`src/rtl/gf180mcu_fd_sc_mcu7t5v0__oai_gm_pipe.sv`:
```
// Pipelined OR-AND-INVERT: ZN = ~&(|group_g) over GROUPS groups of WIDTH bits, 2-stage valid/ready.
// Optional mux-scan chain SI -> s1 -> v1 -> v2 -> ZN -> SO when OAI_GM_SCAN_EN is defined.
module gf180mcu_fd_sc_mcu7t5v0__oai_gm_pipe #(
  parameter int unsigned GROUPS = 2,
  parameter int unsigned WIDTH  = 3
) (
  input  logic                      CLK,
  input  logic                      RST,
  input  logic [GROUPS*WIDTH-1:0]   A,
  input  logic                      IN_VALID,
  output logic                      IN_READY,
  output logic                      ZN,
  output logic                      OUT_VALID,
  input  logic                      OUT_READY
`ifdef OAI_GM_SCAN_EN
  ,
  input  logic                      SE,
  input  logic                      SI,
  output logic                      SO
`endif
);

  logic [GROUPS-1:0] s1;
  logic [GROUPS-1:0] grp_or;
  logic              v1;
  logic              v2;
  logic              zn_q;
  logic              adv2;
  logic              scan_en;

`ifdef OAI_GM_SCAN_EN
  logic [GROUPS:0]   scan_shift;
  assign scan_en    = SE;
  assign scan_shift = {s1, SI};
  assign SO         = zn_q;
`else
  assign scan_en    = 1'b0;
`endif

  // Per-group OR reduction of the incoming operand.
  always_comb begin
    grp_or = '0;
    for (int unsigned g = 0; g < GROUPS; g++) begin
      grp_or[g] = |A[g*WIDTH +: WIDTH];
    end
  end

  assign adv2      = ~v2 | OUT_READY;
  assign IN_READY  = ~scan_en & (~v1 | adv2);
  assign OUT_VALID = v2 & ~scan_en;
  assign ZN        = zn_q;

  always_ff @(posedge CLK) begin
    if (RST) begin
      s1   <= '0;
      v1   <= 1'b0;
      v2   <= 1'b0;
      zn_q <= 1'b1;
    end
`ifdef OAI_GM_SCAN_EN
    else if (scan_en) begin
      s1   <= scan_shift[GROUPS-1:0];
      v1   <= s1[GROUPS-1];
      v2   <= v1;
      zn_q <= v2;
    end
`endif
    else begin
      // Stage 1: a new accept replaces data being drained to stage 2 in the same cycle.
      if (IN_VALID && IN_READY) begin
        s1 <= grp_or;
        v1 <= 1'b1;
      end else if (v1 && adv2) begin
        v1 <= 1'b0;
      end

      // Stage 2: output register holds while the consumer stalls.
      if (v1 && adv2) begin
        zn_q <= ~&s1;
        v2   <= 1'b1;
      end else if (OUT_READY) begin
        v2 <= 1'b0;
      end
    end
  end

endmodule

```
`config.mk`:
```
export PLATFORM = sky130hd
export DESIGN_NAME = gf180mcu_fd_sc_mcu7t5v0__oai_gm_pipe
export DESIGN_NICKNAME = d
export VERILOG_FILES = /design/src/rtl/gf180mcu_fd_sc_mcu7t5v0__oai_gm_pipe.sv
export SDC_FILE = /design/constraint.sdc
export NUM_CORES = 1
export LEC_CHECK = 0
export BUFFER_PORTS_ARGS = -buffer_cell sky130_fd_sc_hd__buf_2
export CORE_AREA = 2 2 39 41
export CTS_BUF_LIST = sky130_fd_sc_hd__clkbuf_4
export DETAILED_ROUTE_END_ITERATION = 8
export DIE_AREA = 0 0 41 43
export PLACE_DENSITY = 0.45
export SLEW_MARGIN = 20
export SYNTH_ARGS = -nofsm -noshare
export SYNTH_HDL_FRONTEND = slang
export SYNTH_SLANG_ARGS = --single-unit
```
`constraint.sdc`:
```
create_clock -name CLK -period 0.83 [get_ports CLK]
set_input_delay 0.1245 -clock CLK [delete_from_list [all_inputs] [get_ports CLK]]
set_output_delay 0.1245 -clock CLK [all_outputs]
set_load 0.01 [all_outputs]
```
==> results.toml <==
[global_routing]
track_usage_pct = 7.02
antenna_found_initial = 0
grt_pass1_vias = 210
grt_max_degree = 6
gr-total-overflow = 0
grt_pass1_wl_um = 793

[floorplan]
rows = 14
die_w_um = 41
die_h_um = 43
die_area_um2 = 1760
io_pins = 13
initial_utilization_pct = 14.0
core_um2 = 1380

[worst_setup_path]
critPathMaxStageDelay_ns = 0.33
critPathBufInv = 2
cp_slowest_cell = "dfxtp_2"
worstSetupPathType = "register to output pin"
crit_chain = "buf_4 > buf_6"
startpoint = "OUT_VALID$_SDFFE_PP0P_"
startpoint_type = "register"
r2r_slack_ns = -0.06
crit_path_max_fanout = 2
path_delay_family = "flip-flops"
cp.arrival_ns = 0.82
r2r-start = "OUT_VALID$_SDFFE_PP0P_"
worstPathRequired_ns = 0.71
worstSetupEndpointType = "output pin"
worst_r2r_path_depth = 4
r2r_end = "ZN$_SDFFE_PP1P_"

[sta]
rsz0062_at_grt = "true"
timing.fmax_ghz = 1.05
slew_violations = 0
hold_violations = 0
worst_slew_pin_slew_ns = 0.217
slew_headroom_pct = 85.4
period_needed_ns = 0.949
clock-skew-final_ns = 0.000272
finalCritPeriodShare_pct = 114
setup_viol = 5
setup_ws_ns = -0.119

[clocking]
path_clk_slew_ns = 0.04
htree_num_levels = 1
clk_latency_ns = 0.24
cts_made_buffers = 3
ctsRootBufferMaster = "clkbuf_4"
hold_buffers = 0
cts_tree = "done"
clockBufferDepth = 2
cts_sinks = 5

[run]
drv_cap = 0

[finish]
antennaDiodeCount = 0
drive_gt1_share_pct = 70.0
fin_cells = 56
syn2layout_area_growth_pct = 96.1
nets = 51
stdcell_area_um2 = 380

[synthesis]
ys_top_cells_by_area = "dfxtp_1 52%, a21oi_1 13%, a311oi_1 9.0%, nand3b_2 5.8%, nor3_1 5.2%"
synth_cell_type_count = 9
ys_seq_area_share_pct = 51.6
yosysWarnings = 0
syn_nets = 30
synthCells = 20
ys.flop_type = "dfxtp_1"
synth_area_per_cell_um2 = 9.70
synth_commonest_cells = "5 x a21oi_1, 5 x dfxtp_1, 2 x a311oi_1, 2 x inv_1, 2 x nor3_1"
synth_top_area_share_pct = 51.6
synth_seq_cells = 5
ys_async_sr_fraction_pct = 0
synth-edff-count = 0
synth.largest_area_cell = "dfxtp_1"
syn_area_um2 = 194

[placed_design]
dp_slack_ns = -0.0270
hpwl_um = 355
place.gp.congestion = 0.637
dpl_cell_area_um2 = 284
io_buffers = 12
place_inst = 48

[hold_path]
hold_class = "input port to register"
min_delay_path_depth = 2
holdPathEnd = "v1$_SDFFE_PP0P_"
min_from = "RST"

[drt]
antenna_left = 0
drc_errors = 0
drt_wl_total_um = 514
avgViaCountPerCell = 3.98
avgRoutedWirePerCell_um = 9.18
drt_iter0_drc = 1
num_vias = 223
firstDrtPassIters = 2

[status]
status = "finished with violations"
violations = "setup timing"

[power_and_ir_drop]
p_leak_nw = 0.192
ir_drop_v = 0.000575
finalPower_uw = 667
power_density_nw_per_um2 = 1750
worst max-delay path by stage:
| stage | slack, ns | to | cells past startpoint |
|---|---|---|---|
| after floorplan | 0.004 | s1[0]$_SDFFE_PP0P_ | 3 |
| after global placement | -0.03 | s1[0]$_SDFFE_PP0P_ | 2 |
| after detailed placement | -0.03 | s1[1]$_SDFFE_PP0P_ | 3 |
| after CTS | -0.13 | IN_READY | 2 |
| after global routing | -0.15 | OUT_VALID | 2 |
| final | -0.12 | OUT_VALID | 2 |
repair_timing:
| item | in CTS | in global routing |
|---|---|---|
| setup buffers | 3 | 1 |
| pin swaps | 2 | 3 |
| setup endpoints to repair | 4 | 6 |
| gates resized for setup | 4 | 4 |
per-layer routing:
| layer | vias up | routed length, µm | global-route usage [%] |
|---|---|---|---|
| met3 | 0 | 78 | 7.85 |
| met4 | 0 | 0 | 0 |
| met2 | 16 | 192 | 8.13 |
| met5 | - | 0 | 0 |
| met1 | 92 | 243 | 9.29 |
| li1 | 115 | - | - |
worst reg2reg max path: cells and delay by family, from the launching register on:
family                 cells  cell delay [ns]
AO/OA/AOI/OAI              1             0.11
AND/OR/NAND/NOR            2             0.24
buffers and inverters      1             0.13
flip-flops                 1             0.34
flip-flops by register name, indices dropped and copies added (netlist names):
register   count
s1             2
v1             1
OUT_VALID      1
ZN             1
cells by family after synthesis:
group / share of synthesized area, %
AOI/OAI and AO/OA: 25.8
and+or+nand+nor: 18.7
DFF: 51.6
buffers and inverters: 3.87
where the power goes:
group / switching [mW] / internal (mW) / total [mW]
Clock: 0.102 / 0.215 / 0.317
Sequential: 0.0110 / 0.257 / 0.268
Combinational: 0.0334 / 0.0497 / 0.0831
stage by stage:
step	TNS (ns)	util (%)	hold slack, ns
global route	-0.637	27.5	0.127
detailed placement	-0.0536	20.5	0.360
global placement	-0.0460	20.5	0.353
floorplan	0	-	0.186
finish	-0.415	27.5	0.117
CTS	-0.416	25.6	0.102
layout by cell type (no fill, tap or decap), drive strengths merged:
| master | instances |
|---|---|
| a21oi | 5 |
| a311oi | 2 |
| and4 | 1 |
| buf | 16 |
| clkbuf | 4 |
| dfxtp | 5 |
| inv | 2 |
| nand2b | 1 |
| nand3b | 1 |
| nor3 | 2 |
| o21bai | 1 |
area by class of cell:
class                   instances  area (µm²)
fillers                       146        1000
multi-input cells              13         116
flip-flops and latches          5         104
repair buffers                 16         103
clock buffers                   4        30.0
well taps                      16        20.0
inverters                       2        7.51
Note: power is estimated with default switching activity, not from simulation.
